### src/rtl/ae_iir_pkg.sv
// Shared types and constants for the cascade SOS IIR chain: coefficient bundle,
// loader FSM states and the unity-passthrough reset value.
package ae_iir_pkg;

  localparam int unsigned COF_WD                = 24;
  localparam int unsigned SHIFT_NUM             = 20;
  localparam int unsigned SOS_WORDS_PER_SECTION = 5;

  typedef struct packed {
    logic [2:1][COF_WD-1:0] sos_coeff_a;
    logic [2:0][COF_WD-1:0] sos_coeff_b;
  } TYDE_SOS_COEFF_DATA_COF_WD;

  typedef enum logic [0:0] {
    S_LOAD = 1'b0,
    S_PEND = 1'b1
  } loader_state_e;

  // b0 = 1.0 in Q(SHIFT_NUM), all other taps zero: the section passes input through.
  function automatic TYDE_SOS_COEFF_DATA_COF_WD unity_coeff();
    TYDE_SOS_COEFF_DATA_COF_WD c;
    c                = '0;
    c.sos_coeff_b[0] = COF_WD'(1 << SHIFT_NUM);
    return c;
  endfunction

endpackage

### src/rtl/sos_coeff_bank.sv
// Shadow/active coefficient register pair for one second-order section.
// Words land in the shadow copy by index; commit copies shadow to active.
module sos_coeff_bank
  import ae_iir_pkg::*;
(
  input  logic                      clk_i,
  input  logic                      rst_ni,
  input  logic                      wr_en_i,
  input  logic [2:0]                wr_idx_i,
  input  logic [COF_WD-1:0]         wr_data_i,
  input  logic                      commit_i,
  output TYDE_SOS_COEFF_DATA_COF_WD active_o
);

  TYDE_SOS_COEFF_DATA_COF_WD shadow_q, shadow_d;
  TYDE_SOS_COEFF_DATA_COF_WD active_q, active_d;

  // Index order on the wire is b0, b1, b2, a1, a2.
  always_comb begin
    shadow_d = shadow_q;
    if (wr_en_i) begin
      case (wr_idx_i)
        3'd0:    shadow_d.sos_coeff_b[0] = wr_data_i;
        3'd1:    shadow_d.sos_coeff_b[1] = wr_data_i;
        3'd2:    shadow_d.sos_coeff_b[2] = wr_data_i;
        3'd3:    shadow_d.sos_coeff_a[1] = wr_data_i;
        3'd4:    shadow_d.sos_coeff_a[2] = wr_data_i;
        default: ;
      endcase
    end
  end

  always_comb begin
    active_d = active_q;
    if (commit_i) active_d = shadow_q;
  end

  always_ff @(posedge clk_i or negedge rst_ni) begin
    if (!rst_ni) begin
      shadow_q <= unity_coeff();
      active_q <= unity_coeff();
    end else begin
      shadow_q <= shadow_d;
      active_q <= active_d;
    end
  end

  assign active_o = active_q;

endmodule

### src/rtl/sos_coeff_loader.sv
// Streams 5*NUM_SOS coefficient words into shadow banks and commits them all
// atomically to the active banks on the first sample strobe after a full load.
module sos_coeff_loader
  import ae_iir_pkg::*;
#(
  parameter int unsigned NUM_SOS = 4
) (
  input  logic                                    clk_i,
  input  logic                                    rst_ni,
  input  logic                                    en_i,
  input  logic                                    coeff_valid_i,
  input  logic [COF_WD-1:0]                       coeff_data_i,
  output logic                                    coeff_ready_o,
  input  logic                                    abort_i,
  output TYDE_SOS_COEFF_DATA_COF_WD [NUM_SOS-1:0] sos_coeff_o,
  output logic                                    pending_o,
  output logic                                    commit_o
);

  localparam int unsigned SEC_W     = (NUM_SOS > 1) ? $clog2(NUM_SOS) : 1;
  localparam logic [SEC_W-1:0] SEC_LAST = SEC_W'(NUM_SOS - 1);
  localparam logic [2:0]       IDX_LAST = 3'(SOS_WORDS_PER_SECTION - 1);

  loader_state_e    state_q, state_d;
  logic [2:0]       idx_q, idx_d;
  logic [SEC_W-1:0] sec_q, sec_d;
  logic             commit_q, commit_d;
  logic             xfer;

  // A word arriving together with abort is dropped.
  assign xfer = coeff_valid_i & coeff_ready_o & ~abort_i;

  always_ff @(posedge clk_i or negedge rst_ni) begin
    if (!rst_ni) begin
      state_q  <= S_LOAD;
      idx_q    <= '0;
      sec_q    <= '0;
      commit_q <= 1'b0;
    end else begin
      state_q  <= state_d;
      idx_q    <= idx_d;
      sec_q    <= sec_d;
      commit_q <= commit_d;
    end
  end

  // Abort overrides everything, including a strobe that would commit.
  always_comb begin
    state_d  = state_q;
    idx_d    = idx_q;
    sec_d    = sec_q;
    commit_d = 1'b0;
    if (abort_i) begin
      state_d = S_LOAD;
      idx_d   = '0;
      sec_d   = '0;
    end else begin
      case (state_q)
        S_LOAD: begin
          if (xfer) begin
            if (idx_q == IDX_LAST) begin
              idx_d = '0;
              if (sec_q == SEC_LAST) begin
                sec_d   = '0;
                state_d = S_PEND;
              end else begin
                sec_d = sec_q + SEC_W'(1);
              end
            end else begin
              idx_d = idx_q + 3'd1;
            end
          end
        end
        S_PEND: begin
          if (en_i) begin
            commit_d = 1'b1;
            idx_d    = '0;
            sec_d    = '0;
            state_d  = S_LOAD;
          end
        end
        default: state_d = S_LOAD;
      endcase
    end
  end

  always_comb begin
    coeff_ready_o = 1'b0;
    pending_o     = 1'b0;
    case (state_q)
      S_LOAD:  coeff_ready_o = 1'b1;
      S_PEND:  pending_o     = 1'b1;
      default: ;
    endcase
  end

  assign commit_o = commit_q;

  for (genvar s = 0; s < NUM_SOS; s++) begin : g_bank
    sos_coeff_bank u_bank (
      .clk_i     (clk_i),
      .rst_ni    (rst_ni),
      .wr_en_i   (xfer && (sec_q == SEC_W'(s))),
      .wr_idx_i  (idx_q),
      .wr_data_i (coeff_data_i),
      .commit_i  (commit_d),
      .active_o  (sos_coeff_o[s])
    );
  end

endmodule

### config.mk
export PLATFORM = sky130hd
export DESIGN_NAME = sos_coeff_loader
export DESIGN_NICKNAME = d
export VERILOG_FILES = /design/src/rtl/ae_iir_pkg.sv /design/src/rtl/sos_coeff_bank.sv /design/src/rtl/sos_coeff_loader.sv
export SDC_FILE = /design/constraint.sdc
export NUM_CORES = 1
export LEC_CHECK = 0
export CAP_MARGIN = 20
export CORE_ASPECT_RATIO = 0.8
export CORE_MARGIN = 1
export CORE_UTILIZATION = 40
export CTS_BUF_LIST = sky130_fd_sc_hd__clkbuf_2
export CTS_CLUSTER_SIZE = 16
export DETAILED_ROUTE_END_ITERATION = 8
export GPL_ROUTABILITY_DRIVEN = 0
export SLEW_MARGIN = 20
export SYNTH_ARGS = -nofsm -noshare
export SYNTH_HDL_FRONTEND = slang
export SYNTH_SLANG_ARGS = --single-unit
### constraint.sdc
create_clock -name clk_i -period 1.81 [get_ports clk_i]
set_clock_uncertainty 0.05 [all_clocks]
set_input_delay 0.362 -clock clk_i [delete_from_list [all_inputs] [get_ports clk_i]]
set_output_delay 0.362 -clock clk_i [all_outputs]
set_load 0.02 [all_outputs]
== Word-level counts from Yosys, hierarchy flattened ==
Cells that the tools add are included.

* Register bits: 967
* Input bits: 29
* Logic and storage cells: 110

* $add $sub $neg: 2
* Equal/unequal tests: 10
* Multiplexer cells: 22
* Bitwise operators: 4
* Reductions and logical operators: 28

{| class="wikitable"
|+ Operator list
! cell !! number
|-
| 2-bit AND reduction || 21
|-
| 3-bit two-way mux || 4
|-
| 1-bit two-way mux || 10
|-
| 2-bit two-way mux || 5
|-
| 3-bit inequality test, second input constant || 3
|-
| 3-bit by 2-bit == test with 1-bit output, second input constant || 2
|-
| 3-bit case mux with 2 select lines || 1
|-
| 2-bit == test, second input constant || 2
|-
| 1-bit logical AND || 4
|-
| 2-bit case mux with 2 select lines || 1
|-
| 3-bit by 1-bit adder with 3-bit output, second input constant || 1
|-
| 3-bit by 1-bit == test with 1-bit output, second input constant || 1
|-
| 3-bit == test, second input constant || 1
|-
| 3-bit zero test || 1
|-
| 3-bit AND reduction || 1
|-
| 2-bit by 1-bit adder with 2-bit output, second input constant || 1
|-
| 1-bit bitwise AND || 2
|-
| 2-bit by 1-bit == test with 1-bit output, second input constant || 1
|-
| 2-bit zero test || 1
|-
| 1-bit inverter || 2
|-
| 1-bit case mux with 2 select lines || 1
|}

== Logic depth before layout (Yosys ltp) ==
* Depth after elaboration: 6
* Gate-level depth with buffers: 7
* Gate-level depth less buffers: 5

== Cells and area by module ==
A second synthesis with hierarchy kept.

* Cell total of the unflattened synthesis: 2087
* Area, all modules: 36341.1 µm²

{| class="wikitable"
|+ By module, submodules not included
! module !! times used !! cells each !! area each (µm²) !! seq. area each (µm²)
|-
| sos_coeff_bank || 4 || 511 || 8973.6 || 6008.3
|-
| sos_coeff_loader || 1 || 43 || 446.7 || 175.2
|}

== Worst setup path after synthesis ==
No wires, ideal clock.

* Path type: flip-flop to flip-flop
* Start point: register idx_q[0]
* End point: register g_bank[0].u_bank.shadow_q[100] (netlist name)
* Library setup time: 125 ps
* Arrival: 1687 ps
* Data required time: 1635 ps
* Slack: -52 ps
* Stages on the path, launching flop included: 8
* Clock period less this slack: 1862 ps
* Cells stage by stage: dfrtp_1 inv_1 ha_1 nor2b_1 and4_1 buf_2 buf_6 mux2_2

* Word-level cells in the longest chain between the ends: 2

{| class="wikitable"
|+ RTL lines
! what !! RTL line !! text
|-
| start: declaration || sos_coeff_loader.sv:25 || <nowiki>logic [2:0] idx_q, idx_d;</nowiki>
|-
| start signal: assignment || sos_coeff_loader.sv:41 || <nowiki>idx_q <= idx_d;</nowiki>
|-
| 3-bit == test || sos_coeff_bank.sv:22 || <nowiki>case (wr_idx_i)</nowiki>
|-
| 2-bit AND reduction (no line) || n/a ||
|-
| end signal: assignment || sos_coeff_bank.sv:40 || <nowiki>shadow_q <= unity_coeff();</nowiki>
|-
| end signal: assignment || sos_coeff_bank.sv:43 || <nowiki>shadow_q <= shadow_d;</nowiki>
|-
| end: declaration || sos_coeff_bank.sv:15 || <nowiki>TYDE_SOS_COEFF_DATA_COF_WD shadow_q, shadow_d;</nowiki>
|}

No other way between the ends.
A chain may end at the register's enable or synchronous reset.

== Final worst setup path ==
* Start point: register state_q
* End point: output coeff_ready_o

* Word-level cells in the longest chain between the ends: 1

{| class="wikitable"
|+ RTL lines
! what !! RTL line !! text
|-
| start: declaration || sos_coeff_loader.sv:24 || <nowiki>loader_state_e state_q, state_d;</nowiki>
|-
| start signal: assignment || sos_coeff_loader.sv:40 || <nowiki>state_q <= state_d;</nowiki>
|-
| 1-bit two-way mux || sos_coeff_loader.sv:90 || <nowiki>case (state_q)</nowiki>
|-
| end: declaration || sos_coeff_loader.sv:13 || <nowiki>output logic coeff_ready_o,</nowiki>
|}

No other way between the ends.

==> flow_metrics.py <==
metrics = {
    "outcome": {
        "outcome": "finished with violations",
        "violations": "setup timing",
    },
    "placed_design": {
        "hpwl_um": 64600,
        "port_buffers": 511,
        "place_ws_ns": -0.619,
    },
    "global_routing": {
        "antenna_found_initial": 5,
        "grt_overflow": 0,
        "busiest_layer": "met2",
        "met2_usage_pct": 35.5,
        "first_global_vias": 23800,
        "grt_usage_pct": 22.0,
        "grt_pass1_wl_um": 152000,
        "grt_max_degree": 79,
        "grtUsageMet3_pct": 6.85,
        "grt_use_met1_pct": 28.6,
    },
    "floorplan": {
        "die_y_um": 273,
        "die_w_um": 341,
        "core_area_um2": 91200,
        "die_area_um2": 93300,
        "initial_core_util_pct": 40.4,
        "pin_count": 512,
        "rows": 99,
    },
    "critical_path": {
        "start_kind": "register",
        "critical_path_arrival_ns": 2.26,
        "worstPathRequired_ns": 1.40,
        "slowest_delay_ns": 0.42,
        "critPathMaxFanout": 3,
        "setup.worst_path.end_class": "primary output",
        "r2r_cells": 9,
        "rr_startpoint": "state_q",
        "r2r_end": "g_bank[2].u_bank.shadow_q[107]",
        "slowest_stage": "dfrtp_1",
        "rrSetupSlack_ns": -0.34,
        "path_cells": "buf_6 -> inv_4 -> buf_6 -> buf_12",
        "crit_type": "reg -> out",
        "cp_common_cell": "buf_6",
    },
    "sta": {
        "post-route-min-period_ns": 2.67,
        "layout_setup_ws_ns": -0.858,
        "setup_violations": 1440,
        "finalHoldViolations": 0,
        "rsz0062_at_grt": "true",
        "fin_crit_sh_pct": 147,
        "slew_headroom_pct": 39.5,
        "fmax_mhz": 375,
        "worst_pin_slew_ns": 0.908,
        "slew_viol_final": 0,
    },
    "yosys": {
        "netlist_instances": 2149,
        "synthMuxAreaShare_pct": 29.5,
        "synth-adder-area-share_pct": 0.306,
        "synth-edff-count": 0,
        "seq_area_frac_synth_pct": 65.8,
        "synth_xor_area_share_pct": 0,
        "ys_warn_count": 0,
        "async_reset_ff_share_pct": 100,
        "synth-seq-cells": 967,
        "synth-main-ff-cell": "dfrtp_1",
        "syn_area_per_cell_um2": 17.1,
        "synth-compound-area-share_pct": 0.0952,
        "synth_top_family_by_area": "multiplexers",
        "synth.distinct_cells": 38,
        "syn-num-nets": 2187,
        "yosys.area_share.simple_pct": 1.17,
        "netlist_area_um2": 36800,
    },
    "clock_tree": {
        "clk_path_buf_depth": 3,
        "htreeDepth": 4,
        "clk_pin_slew_ns": 0.11,
        "cts-root-buf": "clkbuf_2",
        "cts_tree": "built",
        "clk_latency_ns": 1.46,
        "cts_buffers": 230,
        "cts_sinks": 967,
    },
    "cells_and_area": {
        "finish.utilization_pct": 56.9,
        "nets": 3183,
        "layout-drive-gt1-share_pct": 57.4,
        "final_common_cell": "dfrtp_1",
        "layout_common_cells": "953 x dfrtp_1, 509 x buf_6, 367 x mux2_2, 331 x clkbuf_2, 320 x mux2_1",
        "area_growth_pct": 41.0,
    },
    "power": {
        "p_sw_share_pct": 26.5,
        "p_int_mw": 31.0,
        "p_seq_share_pct": 56.6,
        "pwr-share-comb_pct": 9.2,
        "power_density_nw_per_um2": 813,
        "p_switching_mw": 11.2,
        "power_frac_clock_pct": 34.1,
        "cellLeakagePower_nw": 27.0,
        "max-vdd-ir-drop_mv": 0.431,
    },
    "routing": {
        "drt_iter0_markers": 1023,
        "drc_errors": 0,
        "drt.antenna.violating_nets": 0,
        "vias_per_cell": 4.95,
        "drtPass1Iterations": 5,
        "wl_um": 114000,
        "wire_per_inst_um": 25.1,
        "vias": 22500,
    },
    "worst_hold_path": {
        "worstHoldEndpoint": "g_bank[0].u_bank.shadow_q[96]",
        "min_from": "coeff_data_i[0]",
        "worstHoldPathType": "in -> reg",
        "whs_path_depth": 3,
    },
    "job": {
        "maxCapViolCount": 0,
    },
}
layout make-up:
type | instances | area (µm²)
Timing Repair Buffer | 905 | 11200
Clock inverter | 79 | 468
Multi-Input combinational cell | 1028 | 12700
Tap cell | 1212 | 1520
Clock buffer | 331 | 1660
Timing Repair inverter | 6 | 110
Sequential cell | 967 | 24200
Antenna cell | 9 | 22.5
Fill cell | 7230 | 39300
Inverter | 7 | 55.1
routing by layer:
metal,share of wire [%],vias up
li1,-,9732
met1,44,12100
met2,48,573
met3,5.9,123
met4,1.5,0
met5,0,-
through the flow:
stage / power, mW / area [µm²] / TNS (ns) / hold slack (ns) / std cells
final: 42.2 / 51900 / -444.89 / 0.221 / 4544
after global routing: 44.4 / 51900 / -609.52 / -0.000970 / 4542
after CTS: 42.3 / 48700 / -513.51 / 0.00394 / 4414
after detailed placement: 27.2 / 44100 / -422.50 / 0.225 / 3863
after global placement: 27.0 / 44100 / -404.35 / 0.233 / 3863
after floorplan: 25.7 / 36800 / -0.825 / 0.0164 / 2149
cells by family after synthesis:
group / count (synthesis)
AOI/OAI and AO/OA: 5
adders and majority gates: 9
buffers and inverters: 154
DFF: 967
muxes: 963
and+or+nand+nor: 51
flip-flops by register name, summed over array words and instances (netlist names):
signal                  cells
commit_o                    1
g_bank.u_bank.active_o    480
g_bank.u_bank.shadow_q    480
idx_q                       3
sec_q                       2
state_q                     1
cells in the mapped netlist, drive strengths merged, types with 2 or more instances:
library cell  number  area [µm²]
nand2b             5        38.8
and4               2        17.5
nand4b             2        32.5
a21oi              2        10.0
nand2             13        63.8
buf               99         971
nor2b              5        31.3
nor2              10        67.6
mux2             962       10800
ha                 9         113
dfrtp            959       24000
dfstp              8         210
inv                7        28.8
and4bb             3        37.5
clkbuf            48         180
nand3              3        20.0
nor4               3        63.8
critical path: cells and delay by family, from the launching register on:
family	cells	cell delay [ns]
buffers and inverters	4	0.37
flip-flops	1	0.42
power by group through the flow:
stage / Combinational [mW] / Clock (mW) / Sequential, mW
after global placement: 2.85 / 0 / 24.2
after detailed placement: 2.98 / 0 / 24.3
after global routing: 4.19 / 16.1 / 24.1
final: 3.90 / 14.4 / 23.9
after floorplan: 1.68 / 0 / 24.0
after CTS: 3.49 / 14.9 / 23.8
how the worst max path moves through the flow:
stage	startpoint	endpoint	cells after the start
after floorplan	idx_q[2]	g_bank[2].u_bank.shadow_q[75]	7
after global placement	coeff_valid_i	g_bank[3].u_bank.shadow_q[41]	6
after detailed placement	abort_i	g_bank[1].u_bank.shadow_q[100]	6
after CTS	state_q	coeff_ready_o	4
after global routing	state_q	coeff_ready_o	4
final	state_q	coeff_ready_o	4
timing repair:
item / in CTS / in global routing
hold buffers: 34 / 0
buffers inserted: 92 / 71
hold endpoints to repair: 1470 / 0
pin swaps: 11 / 18
gates resized for setup: 3070 / 336
cloned: 15 / 59
setup endpoints to repair: 1027 / 1437
No activity file was read; power rests on OpenSTA's default activity.
